$ cat config.mk
export PLATFORM = sky130hd
export DESIGN_NAME = eth_mii_tx
export DESIGN_NICKNAME = d
export VERILOG_FILES = /design/src/rtl/eth_mii_tx.sv
export SDC_FILE = /design/constraint.sdc
export NUM_CORES = 1
export LEC_CHECK = 0
export ABC_AREA = 1
export BUFFER_PORTS_ARGS = -buffer_cell sky130_fd_sc_hd__buf_2
export CAP_MARGIN = 20
export CORE_MARGIN = 2
export CORE_UTILIZATION = 45
export DETAILED_ROUTE_END_ITERATION = 16
export PLACE_DENSITY = 0.75
export SLEW_MARGIN = 30
export SYNTH_ARGS = -nofsm -noshare
export SYNTH_HDL_FRONTEND = slang
export SYNTH_SLANG_ARGS = --single-unit
$ cat constraint.sdc
create_clock -name clk -period 2.1 [get_ports clk]
set_clock_uncertainty 0.1 [all_clocks]
set_input_delay 0.42 -clock clk [delete_from_list [all_inputs] [get_ports clk]]
set_output_delay 0.42 -clock clk [all_outputs]
set_load 0.01 [all_outputs]
$ cat src/rtl/eth_mii_tx.sv
// ---------------------------------------------------------------------------
// eth_mii_tx
//
// Frame transmitter on the read side of the Ethernet TX byte buffer. When the
// control logic issues a send request, this block reads bytes out of the
// buffer and serialises them onto a 4-bit MII-style transmit interface.
// The sequence is preamble, SFD, payload, zero padding up to MIN_FRAME, the
// CRC32 FCS and then the inter-frame gap. At the end of the gap, or when a
// request is rejected, it signals completion.
//
// Ports:
//   clk        system clock
//   rst_n      asynchronous active-low reset
//   start      one-cycle send request, accepted only while idle
//   txsize     frame length in bytes excluding FCS, sampled on accept
//   nib_ce     nibble-slot strobe, never high on two consecutive cycles
//   buf_addr   byte read address into the TX buffer
//   buf_rdata  buffer read data, valid one clk after buf_addr changes
//   txd        transmit nibble
//   tx_en      transmit enable
//   busy       high from accepted start until the end of the gap
//   done       one-clk completion pulse (end of gap, or rejection)
//   err        set with done when txsize exceeds MTU, cleared on next accept
//
// IFG_NIBBLES is expected to be at least 1. The drop of tx_en happens on the
// first gap slot.
// ---------------------------------------------------------------------------
module eth_mii_tx #(
    parameter int MTU         = 1536,
    parameter int MIN_FRAME   = 60,
    parameter int IFG_NIBBLES = 24,
    parameter int W_ADDR      = 32
) (
    input  logic              clk,
    input  logic              rst_n,
    input  logic              start,
    input  logic [15:0]       txsize,
    input  logic              nib_ce,
    output logic [W_ADDR-1:0] buf_addr,
    input  logic [7:0]        buf_rdata,
    output logic [3:0]        txd,
    output logic              tx_en,
    output logic              busy,
    output logic              done,
    output logic              err
);

    localparam logic [31:0] CRC_INIT = 32'hFFFF_FFFF;
    localparam logic [31:0] CRC_POLY = 32'hEDB8_8320;

    typedef enum logic [2:0] {
        S_IDLE,
        S_REJECT,
        S_PRE,
        S_SFD,
        S_DATA,
        S_PAD,
        S_FCS,
        S_IFG
    } state_t;

    state_t            state, state_d;
    logic [15:0]       cnt, cnt_d;          // slot counter for PRE/FCS/IFG
    logic [15:0]       byte_cnt, byte_cnt_d; // bytes completed in DATA+PAD
    logic              high_half, high_half_d;
    logic [15:0]       len, len_d;
    logic [7:0]        hold, hold_d;         // byte currently being sent
    logic [31:0]       crc, crc_d;
    logic [W_ADDR-1:0] buf_addr_d;
    logic [3:0]        txd_d;
    logic              tx_en_d;
    logic              busy_d;
    logic              done_d;
    logic              err_d;

    // Reflected CRC-32 update over one byte, LSB first.
    function automatic logic [31:0] crc_byte(input logic [31:0] c,
                                             input logic [7:0]  d);
        logic [31:0] r;
        r = c ^ {24'd0, d};
        for (int i = 0; i < 8; i++) begin
            r = r[0] ? ((r >> 1) ^ CRC_POLY) : (r >> 1);
        end
        return r;
    endfunction

    // Next-state and next-output logic. Every transmit-side change is gated
    // by nib_ce so there is exactly one nibble per strobe.
    always_comb begin
        // NOTE: every signal gets a default before the case so no path leaves
        // one unassigned; an unassigned path would infer a latch.
        state_d     = state;
        cnt_d       = cnt;
        byte_cnt_d  = byte_cnt;
        high_half_d = high_half;
        len_d       = len;
        hold_d      = hold;
        crc_d       = crc;
        buf_addr_d  = buf_addr;
        txd_d       = txd;
        tx_en_d     = tx_en;
        busy_d      = busy;
        done_d      = 1'b0;
        err_d       = err;

        case (state)
            S_IDLE: begin
                if (start) begin
                    len_d       = txsize;
                    busy_d      = 1'b1;
                    err_d       = 1'b0;
                    buf_addr_d  = '0;
                    crc_d       = CRC_INIT;
                    cnt_d       = '0;
                    byte_cnt_d  = '0;
                    high_half_d = 1'b0;
                    state_d     = (int'(txsize) > MTU) ? S_REJECT : S_PRE;
                end
            end

            // Oversized request: report it one clk after accept, never transmit.
            S_REJECT: begin
                done_d  = 1'b1;
                err_d   = 1'b1;
                busy_d  = 1'b0;
                state_d = S_IDLE;
            end

            S_PRE: begin
                if (nib_ce) begin
                    txd_d   = 4'h5;
                    tx_en_d = 1'b1;
                    if (cnt == 16'd14) begin
                        cnt_d   = '0;
                        state_d = S_SFD;
                    end else begin
                        cnt_d = cnt + 16'd1;
                    end
                end
            end

            // buf_addr has been 0 since accept, so byte 0 is long settled.
            S_SFD: begin
                if (nib_ce) begin
                    txd_d  = 4'hD;
                    hold_d = buf_rdata;
                    if (len != 16'd0) begin
                        state_d = S_DATA;
                    end else if (MIN_FRAME > 0) begin
                        state_d = S_PAD;
                    end else begin
                        state_d = S_FCS;
                    end
                end
            end

            // Low nibble first. The address advances right after the low
            // nibble; the strobe spacing guarantees the next byte is on
            // buf_rdata by the high-nibble strobe, where it is captured.
            S_DATA: begin
                if (nib_ce) begin
                    if (!high_half) begin
                        txd_d       = hold[3:0];
                        high_half_d = 1'b1;
                        if (byte_cnt != len - 16'd1) begin
                            buf_addr_d = buf_addr + W_ADDR'(1);
                        end
                    end else begin
                        txd_d       = hold[7:4];
                        high_half_d = 1'b0;
                        crc_d       = crc_byte(crc, hold);
                        hold_d      = buf_rdata;
                        byte_cnt_d  = byte_cnt + 16'd1;
                        if (byte_cnt == len - 16'd1) begin
                            state_d = (int'(len) < MIN_FRAME) ? S_PAD : S_FCS;
                        end
                    end
                end
            end

            // byte_cnt keeps counting from the payload so padding stops at
            // MIN_FRAME total bytes.
            S_PAD: begin
                if (nib_ce) begin
                    txd_d = 4'h0;
                    if (!high_half) begin
                        high_half_d = 1'b1;
                    end else begin
                        high_half_d = 1'b0;
                        crc_d       = crc_byte(crc, 8'h00);
                        byte_cnt_d  = byte_cnt + 16'd1;
                        if (int'(byte_cnt) == MIN_FRAME - 1) begin
                            state_d = S_FCS;
                        end
                    end
                end
            end

            // FCS is the complemented CRC, least significant nibble first.
            S_FCS: begin
                if (nib_ce) begin
                    txd_d = ~crc[{cnt[2:0], 2'b00} +: 4];
                    if (cnt == 16'd7) begin
                        cnt_d   = '0;
                        state_d = S_IFG;
                    end else begin
                        cnt_d = cnt + 16'd1;
                    end
                end
            end

            S_IFG: begin
                if (nib_ce) begin
                    txd_d   = 4'h0;
                    tx_en_d = 1'b0;
                    if (int'(cnt) == IFG_NIBBLES - 1) begin
                        cnt_d   = '0;
                        done_d  = 1'b1;
                        busy_d  = 1'b0;
                        state_d = S_IDLE;
                    end else begin
                        cnt_d = cnt + 16'd1;
                    end
                end
            end

            default: begin
                state_d = S_IDLE;
            end
        endcase
    end

    // Asynchronous reset aborts any frame at once; tx_en drops with rst_n.
    always_ff @(posedge clk or negedge rst_n) begin
        if (!rst_n) begin
            state     <= S_IDLE;
            cnt       <= '0;
            byte_cnt  <= '0;
            high_half <= 1'b0;
            len       <= '0;
            hold      <= '0;
            crc       <= CRC_INIT;
            buf_addr  <= '0;
            txd       <= '0;
            tx_en     <= 1'b0;
            busy      <= 1'b0;
            done      <= 1'b0;
            err       <= 1'b0;
        end else begin
            // NOTE: non-blocking assignments so every register updates from
            // the pre-edge values, independent of statement order.
            state     <= state_d;
            cnt       <= cnt_d;
            byte_cnt  <= byte_cnt_d;
            high_half <= high_half_d;
            len       <= len_d;
            hold      <= hold_d;
            crc       <= crc_d;
            buf_addr  <= buf_addr_d;
            txd       <= txd_d;
            tx_en     <= tx_en_d;
            busy      <= busy_d;
            done      <= done_d;
            err       <= err_d;
        end
    end

endmodule

======== Word level (Yosys, flattened, before mapping) ========
Index checks and enable logic that the tools add are counted.
storage, ports and cells
  input port bits ......................... 28
  bits in registers ....................... 132
  output and inout port bits .............. 40
  word-level logic and storage cells ...... 177
operators by class
  reductions and logical operators ........ 25
  equality and inequality tests ........... 32
  magnitude comparators ................... 2
  shifts and indexed selects .............. 1
  $add $sub $neg .......................... 4
  bitwise logic cells ..................... 18
  muxes and demuxes ....................... 82
operators with widths
  kind                     number
  $mux W32                 25
  $not A13 Y14             16
  $mux W16                 9
  $pmux W32 S3             1
  $pmux W16 S4             1
  $pmux W32 S2             1
  $mux W3                  14
  $add A16 B1 Y16 const B  2
  $add A32 B1 Y32 const B  1
  $ne A2 B2 Y1 const B     16
  $pmux W16 S2             1
  $shiftx A32 B6 Y4        1
  $xor A32 B8 Y32          1
  $mux W4                  6
  $mux W8                  3
  $pmux W3 S8              1
  $pmux W4 S5              1
  $eq A16 B16 Y1           1
  $eq A16 B3 Y1 const B    1
  $eq A16 B4 Y1 const B    1
  $eq A16 B6 Y1 const B    1
  $eq A16 B7 Y1 const B    1
  $gt A16 B11 Y1 const B   1
  $lt A16 B6 Y1 const B    1
  25 further kinds         57

======== Logic depth before layout (Yosys ltp) ========
Gate-level depths: netlist (run 1).
  depth after elaboration ................. 20
  gate-level depth with buffers ........... 17
  gate-level depth less buffers ........... 16

======== Worst setup path before layout (run 1) ========
OpenSTA, ideal clock, no wires.
  kind .................................... reg2reg
  from .................................... register len[0]
  to ...................................... register buf_addr[16]
  slack ................................... 0.054 ns
  clock period less this slack ............ 2.046 ns
  arrival ................................. 1.828 ns
  buffers on the path ..................... 1
  library setup time ...................... 0.118 ns
  data required time ...................... 1.882 ns
  cell stages (with the launch flop) ...... 17
  path through ............................ dfrtp_1 -> inv_1 -> ha_1 -> nand2_1 -> nor2_1 -> nand2_1 -> nand2_1 -> nand2_1 -> inv_1 -> nand3_1 -> nor2_2 -> nand2_1 -> nor2_1 -> nand2_2 -> buf_6 -> nand4_1 -> nand2_1
on the way
  cells in the longest elaborated chain, start to end .. 4
ends and longest elaborated chain
  item                         RTL line  RTL
  start, declared              66        logic [15:0] len, len_d;
  start signal, assigned       256       len <= len_d;
  $sub A16 B1 Y16              165       if (byte_cnt != len - 16'd1) begin
  $ne A16 B16 Y1               165
  $ne A2 B2 Y1 (no line)       -
  $reduce_and A5 Y1 (no line)  -
  end signal, assigned         259       buf_addr <= buf_addr_d;
  end, declared                39        output logic [W_ADDR-1:0] buf_addr,
Every way passes these cells.
A chain may end at the register's enable or synchronous reset.

======== Worst setup path in the final report (run 1) ========
  from .................................... register len[0]
  to ...................................... register buf_addr[6]
The elaborated chain is that of the path after synthesis.

==> results.ini, run 1 <==
[synth]
yosysWarnings=0
synthCells=1433
ys.flop_type=dfrtp_1
synth_nets=1467
ys_seq_elements=132
synth_edf_count=0
syn_area_per_cell_sq_um=7.09
syn_area_sq_um=10200
ys_seq_area_share_pct=32.9
async_flop_share_pct=100
synth_cell_type_count=55

[critical_path]
cp.required_ns=2.36
crit_type=reg2reg
worst-r2r-setup-slack_ns=-0.24
path_cells=inv_2 -> buf_4 -> nand2_4 -> nor2_4 -> nand2_1 -> nand2_1 -> nand3_2 -> nor2_4 -> nand3_2 -> o21ai_4 -> buf_12 -> buf_12 -> nand3_2 -> nand2_1
path_max_fanout=8
cp.arrival_ns=2.60
critPathSlowestCell=dfrtp_1
cpPeakStageDelay_ns=0.40
cp-start-kind=register
endpoint_kind=register

[route]
antenna_left=0
wl_met2_um=14600
route.met3.wl_um=2360
topRoutingLayerUsed=met4
drt-vias-per-instance=5.56
finalWirelength_um=31100
drt-wirelength-per-cell_um=16.6
drt-pass1-iter-count=6
wl_met1_um=13400
vias=10400
drc=0
drt-initial-drc-count=1033

[job]
drv_cap=0

[power_and_ir_drop]
p_per_area_nw_per_um2=1810
cellLeakagePower_uw=0.00605
finalPower_uw=22700
ir_drop_uv=1080

[placement]
dp.cells=1822
pre_cts_slack_ns=-0.155
gp_congestion=1.02
dpl_cell_area_sq_um=11400
dp_hpwl_um=22500
port_buffers=67

[floorplanning]
io_pins=68
num_rows=54
initial_core_util_pct=46.1
die_x_um=154
die-area_sq_um=23800
core_sq_um=22000
die_height_um=154

[clock_network]
cts_buffers=17
htreeDepth=4
cts_buffer_depth=2
cts_tree=yes
worst_setup_hold_path_clk_slew_ns=0.06
cts.sinks=132
root_buffer=clkbuf_16
clk_latency_ns=0.43

[final_layout]
area_growth_pct=23.2
final_common_cell=nand2_1
drive_above_1_share_pct=23.4
n_antenna_cell=0
fillCellCount=1992
fin_nets=1615
fin_cells=1873
final_cell_mix=323 x nand2_1, 157 x inv_1, 122 x nor2_1
final_cell_area_sq_um=12500

[run_status]
violations=negative setup slack
outcome=finished with violations

[grt]
grt_overflow=0
antenna_found_initial=0
grt_pass1_vias=9922
grt_max_degree=42
grt_usage_pct=26.0
grt_pass1_wl_um=50100

[sta]
finalHoldViolations=0
setup_ws_ns=-0.237
worstMarginPinSlew_ns=0.524
min_period_ns=2.34
relSlewSlack_pct=64.8
setup_violations=32
drv_slew=0
max_freq_mhz=428
finalSetupTns_ns=-6.66
timing.final.crit_share_pct=111
rsz0062_at_grt=yes

[worst_hold_path]
min-delay-path-class=in2reg

==> flip-flops by register name, summed over array words and instances, names as in the netlist, 3 cells and up <==
signal	flops
buf_addr	32
crc	32
byte_cnt	16
cnt	16
len	16
hold	8
txd	4
state	3
==> critical path, delay by kind of cell (launching register included) <==
family | cells | cell delay (ns)
flops | 1 | 0.40
compound gates | 1 | 0.18
buf+inv | 4 | 0.57
simple gates | 9 | 1.02
==> path summary, 6_finish.rpt <==
path | startpoint | cells after the start | endpoint
min reg2reg | err | 2 | err
min | txsize[10] | 3 | len[10]
max in group asynchronous | rst_n | 3 | state[2]
min in group asynchronous | rst_n | 2 | buf_addr[9]
max reg2reg | len[0] | 14 | buf_addr[6]
max | len[0] | 14 | buf_addr[6]
==> power breakdown <==
group | switching [uW] | internal [uW]
Combinational | 8940 | 6110
Clock | 1180 | 2030
Sequential | 904 | 3500
==> synth_stat cells (all sizes together), types with 4 or more instances <==
master / number / area share [%]
nand2: 350 / 13
a22oi: 8 / 0.59
inv: 170 / 6.3
a21oi: 57 / 2.8
xor2: 89 / 8.2
xnor2: 46 / 4.6
nand3: 124 / 6.3
buf: 41 / 2.7
nor4: 7 / 0.43
and2: 4 / 0.25
o21ai: 73 / 3.7
a31oi: 14 / 0.86
a21o: 4 / 0.30
nor3: 38 / 1.9
clkbuf: 14 / 0.52
dfstp: 32 / 8.3
ha: 6 / 0.74
nor2: 149 / 6.2
nand4: 54 / 3.4
o211ai: 6 / 0.58
or2: 9 / 0.55
nand3b: 7 / 0.52
a32oi: 5 / 0.43
dfrtp: 100 / 25
o22ai: 11 / 0.68
==> layout make-up <==
| class | instances | area [sq um] | share of cell area, % |
|---|---|---|---|
| Multi-Input combinational cell | 1075 | 6150 | 49.1 |
| Sequential cell | 132 | 3350 | 26.7 |
| Timing Repair Buffer | 184 | 1420 | 11.3 |
| Inverter | 171 | 648 | 5.18 |
| Clock buffer | 21 | 460 | 3.68 |
| Tap cell | 280 | 350 | 2.80 |
| Clock inverter | 10 | 155 | 1.24 |
==> per-layer routing <==
layer  GRT usage [%]  up-vias
li1                -     4970
met1            35.4     4891
met2            42.0      482
met3            3.75       79
met4            9.88        0
met5               0        -
==> metrics by stage <==
| step | hold WS [ns] | util [%] |
|---|---|---|
| after floorplan | 0.0244 | - |
| after global placement | 0.272 | 51.7 |
| after detailed placement | 0.267 | 51.7 |
| after CTS | 0.106 | 54.7 |
| after global routing | 0.113 | 56.9 |
| final | 0.118 | 56.9 |
==> timing repair <==
item                                    in CTS  in global routing
endpoints found under the setup margin      40                 82
hold endpoints to repair                    21                  0
resized for setup                            8                 76
buffers inserted                             1                 15
gates cloned                                 0                  3
pin swaps                                    3                 29
hold buffers                                 1                  0
==> cell families (layout without fill, tap and decap cells) <==
| logic type | Yosys count | in the layout | synth area share (%) |
|---|---|---|---|
| simple gates | 745 | 745 | 33.2 |
| mux | 3 | 3 | 0.332 |
| fa+ha+maj | 6 | 6 | 0.739 |
| xor+xnor | 135 | 135 | 12.7 |
| buf+inv | 226 | 386 | 9.53 |
| compound gates | 186 | 186 | 10.6 |
| flops | 132 | 132 | 32.9 |
No activity file was read; power rests on OpenSTA's default activity.
==> run 2: changes to the inputs <==
Settings changed: ABC_AREA 1 to 0.
==> run 2 against run 1 <==
Net effect: the flow still finishes with violations (negative setup slack); maximum frequency down 28%; first-iteration DRC count down 26%; critical endpoint is now buf_addr[22]; final area up 3.5%; sequential cell count unchanged; via count down 10%; worst setup slack worse by 0.91 ns; non-clock buffer count up 121.
==> results.ini, run 2 <==
[run_status]
outcome=finished with violations
violations=negative setup slack

[synth]
synth_nets=1068  ; -27%
synth_cell_type_count=62  ; +13%
synth_edf_count=0  ; unchanged
syn_area_per_cell_sq_um=8.61  ; +21%
ys_seq_elements=132  ; unchanged
syn_area_sq_um=8900  ; -12%
yosysMostFrequentCell=nand2_1
ys.flop_type=dfrtp_1
synth_common_cells=148 x nand2_1, 120 x xnor2_1, 100 x dfrtp_1
synth_largest_area_cell=dfrtp_1
async_flop_share_pct=100  ; unchanged
synthCells=1034  ; -28%
synth_top_area_share_pct=28.1  ; +3.5 points
ys_seq_area_share_pct=37.5  ; +4.6 points
yosysWarnings=0  ; unchanged
synthTopCellsByArea=dfrtp_1 28%, xnor2_1 12%, dfstp_2 9.4%, nand2_1 6.2%, xor2_1 5.5%

[critical_path]
crit_family=simple AND/OR/NAND/NOR gates
crit_top_cell=buf_4
cp.required_ns=2.32  ; -0.04 ns
path_cells=or4_4 -> or3_4 -> buf_4 -> buf_6 -> o311ai_4 -> buf_4 -> nor2_1 -> and2_4 -> clkbuf_16 -> o311a_1 -> a211o_1
endpoint_kind=register
cp-start-kind=register
cp.arrival_ns=3.47  ; +0.87 ns
path_buf_inv=4  ; unchanged
cpPeakStageDelay_ns=0.56  ; +0.16 ns
critPathSlowestCell=or4_4
path_max_fanout=6  ; -2
crit_type=reg2reg

[clock_network]
worst_setup_hold_path_clk_slew_ns=0.06  ; about the same
cts_buffers=17  ; unchanged
root_buffer=clkbuf_16
cts_tree=yes
clk_latency_ns=0.44  ; about the same
cts.sinks=132  ; unchanged
cts_buffer_depth=2  ; unchanged
htreeDepth=4  ; unchanged

[floorplanning]
core_sq_um=19500  ; -12%
io_pins=68  ; unchanged
num_rows=51  ; -5.6%
die-area_sq_um=20900  ; -12%
die_height_um=145  ; -6.2%
initial_core_util_pct=45.8  ; -0.38 points
die_x_um=145  ; -6.2%

[placement]
port_buffers=67  ; unchanged
dpl_cell_area_sq_um=11200  ; -2.0%
dp.cells=1507  ; -17%
gp_congestion=0.952  ; -7.0%
dp_hpwl_um=19300  ; -14%

[grt]
grtUsageMet1_pct=33.6  ; -1.8 points
grtUsageMet2_pct=46.4  ; +4.3 points
grt_overflow=0  ; unchanged
grt_max_degree=52  ; +24%
antenna_found_initial=0  ; unchanged
grt_pass1_wl_um=44400  ; -11%
grtUsageMet3_pct=5.40  ; +1.6 points
grt_pass1_vias=8817  ; -11%
gr-max-usage-layer=met2
grt_usage_pct=27.1  ; +1.1 points

[final_layout]
reg_top3=buf_addr (32), crc (32)
final_cell_mix=211 x buf_4, 142 x nand2_1, 98 x dfrtp_1
n_antenna_cell=0  ; unchanged
fin_nets=1331  ; -18%
drive_above_1_share_pct=39.1  ; +16 points
area_growth_pct=45.6
fin_cells=1575  ; -16%
final_cell_area_sq_um=13000  ; +3.5%
final_common_cell=buf_4

[worst_hold_path]
min-delay-path-class=in2reg

[sta]
setup_violations=43  ; +34%
drv_slew=0  ; unchanged
rsz0062_at_grt=yes
max_freq_mhz=308  ; -28%
setup_ws_ns=-1.15  ; -0.910 ns
finalHoldViolations=0  ; unchanged
worstMarginPinSlew_ns=0.584  ; +0.0602 ns
timing.final.crit_share_pct=155  ; +43 points
min_period_ns=3.25  ; +0.910 ns
relSlewSlack_pct=60.7  ; -4.0 points

[route]
finalWirelength_um=30300  ; -2.5%
drt-pass1-iter-count=9  ; +3
drt-initial-drc-count=767  ; -26%
drt-wirelength-per-cell_um=19.2  ; +16%
drc=0  ; unchanged
antenna_left=0  ; unchanged
drt-vias-per-instance=5.94  ; +6.7%
vias=9351  ; -10%

[power_and_ir_drop]
p_per_area_nw_per_um2=2040  ; +13%
switching_power_uw=11700  ; +6.5%
p_sw_share_pct=44.4  ; -4.2 points
ir_drop_uv=1800  ; +67%
p_clk_share_pct=12.7  ; -1.5 points
combPwrFrac_pct=70.5  ; +4.1 points
cellLeakagePower_uw=0.00555  ; -8.2%
internal_power_uw=14700  ; +26%
pwr-share-seq_pct=16.7  ; -2.7 points

[job]
drv_cap=0  ; unchanged

-- run 2: cell types whose count changed after synthesis, sizes merged, moves of 15 or more --
cell / change
and3: +15
buf: -34
clkbuf: +40
inv: -151
nand2: -202
nand3: -82
nand4: -35
nor2: -55
nor3: -18
o21ai: -21
xnor2: +74
xor2: -33
-- run 2: cell type report --
type                            count  area [sq um]
Clock buffer                       17           425
Multi-Input combinational cell    821          6210
Clock inverter                     15           228
Sequential cell                   132          3350
Tap cell                          265           332
Timing Repair Buffer              305          2340
Inverter                           20          78.8
Fill cell                        1396          6500
-- run 2: final timing paths --
| kind | startpoint | depth (start not counted) | slack (ns) | endpoint |
|---|---|---|---|---|
| min in group asynchronous | rst_n | 2 | 0.35 | len[15] |
| hold / removal | txsize[9] | 3 | 0.09 | len[9] |
| setup / recovery | len[2] | 11 | -1.15 | buf_addr[22] |
| max in group asynchronous | rst_n | 3 | 0.87 | state[2] |
| hold reg to reg | txd[0] | 2 | 0.40 | txd[0] |
| setup reg to reg | len[2] | 11 | -1.15 | buf_addr[22] |
-- run 2: timing repair --
item	4_1_cts	5_1_grt
gates resized for setup	51	100
setup buffers	17	24
hold buffers	1	0
gates cloned	0	1
pin swaps	27	67
setup endpoints to repair	43	92
endpoints found under the hold margin	29	0
-- run 2: power by group through the flow --
stage	combinational [uW]	sequential (uW)	clock, uW
3_3_place_gp	14600	4340	0
5_1_grt	19600	4510	3490
4_1_cts	16000	4340	3360
6_report	18700	4430	3360
2_1_floorplan	9560	4280	0
3_5_place_dp	14900	4370	0
-- run 2: logic make-up after synthesis --
family                   after synthesis  synth area share [%]
AND/OR/NAND/NOR                      401                  21.1
AO/OA/AOI/OAI                        211                  15.3
XOR/XNOR                             177                  17.6
flip-flops                           132                  37.5
buffers and inverters                 81                  3.46
multiplexers                          26                  4.20
adder cells (fa/ha/maj)                6                 0.843
-- run 2: through the flow --
stage	hold slack, ns	setup slack (ns)	util (%)	power, uW	TNS, ns
final	0.0896	-1.15	66.6	26400	-35.45
after global routing	0.107	-1.22	66.6	27700	-39.40
after CTS	0.0838	-1.03	62.9	23700	-30.44
after detailed placement	0.251	-1.10	57.3	19300	-34.43
after global placement	0.253	-0.999	57.3	18900	-31.26
after floorplan	0.0244	-1.02	-	13800	-29.22
-- run 2: worst min-delay path, cell delays in order --
cell and delay [ns]:
buf_2 0.09, nand2_1 0.04, nand2_1 0.04
-- run 2: metal layers --
metal | up-vias | routed length, um
met1 | 4556 | 11500
met5 | - | 0
met2 | 492 | 15100
li1 | 4180 | -
met3 | 123 | 2210
met4 | 0 | 1500
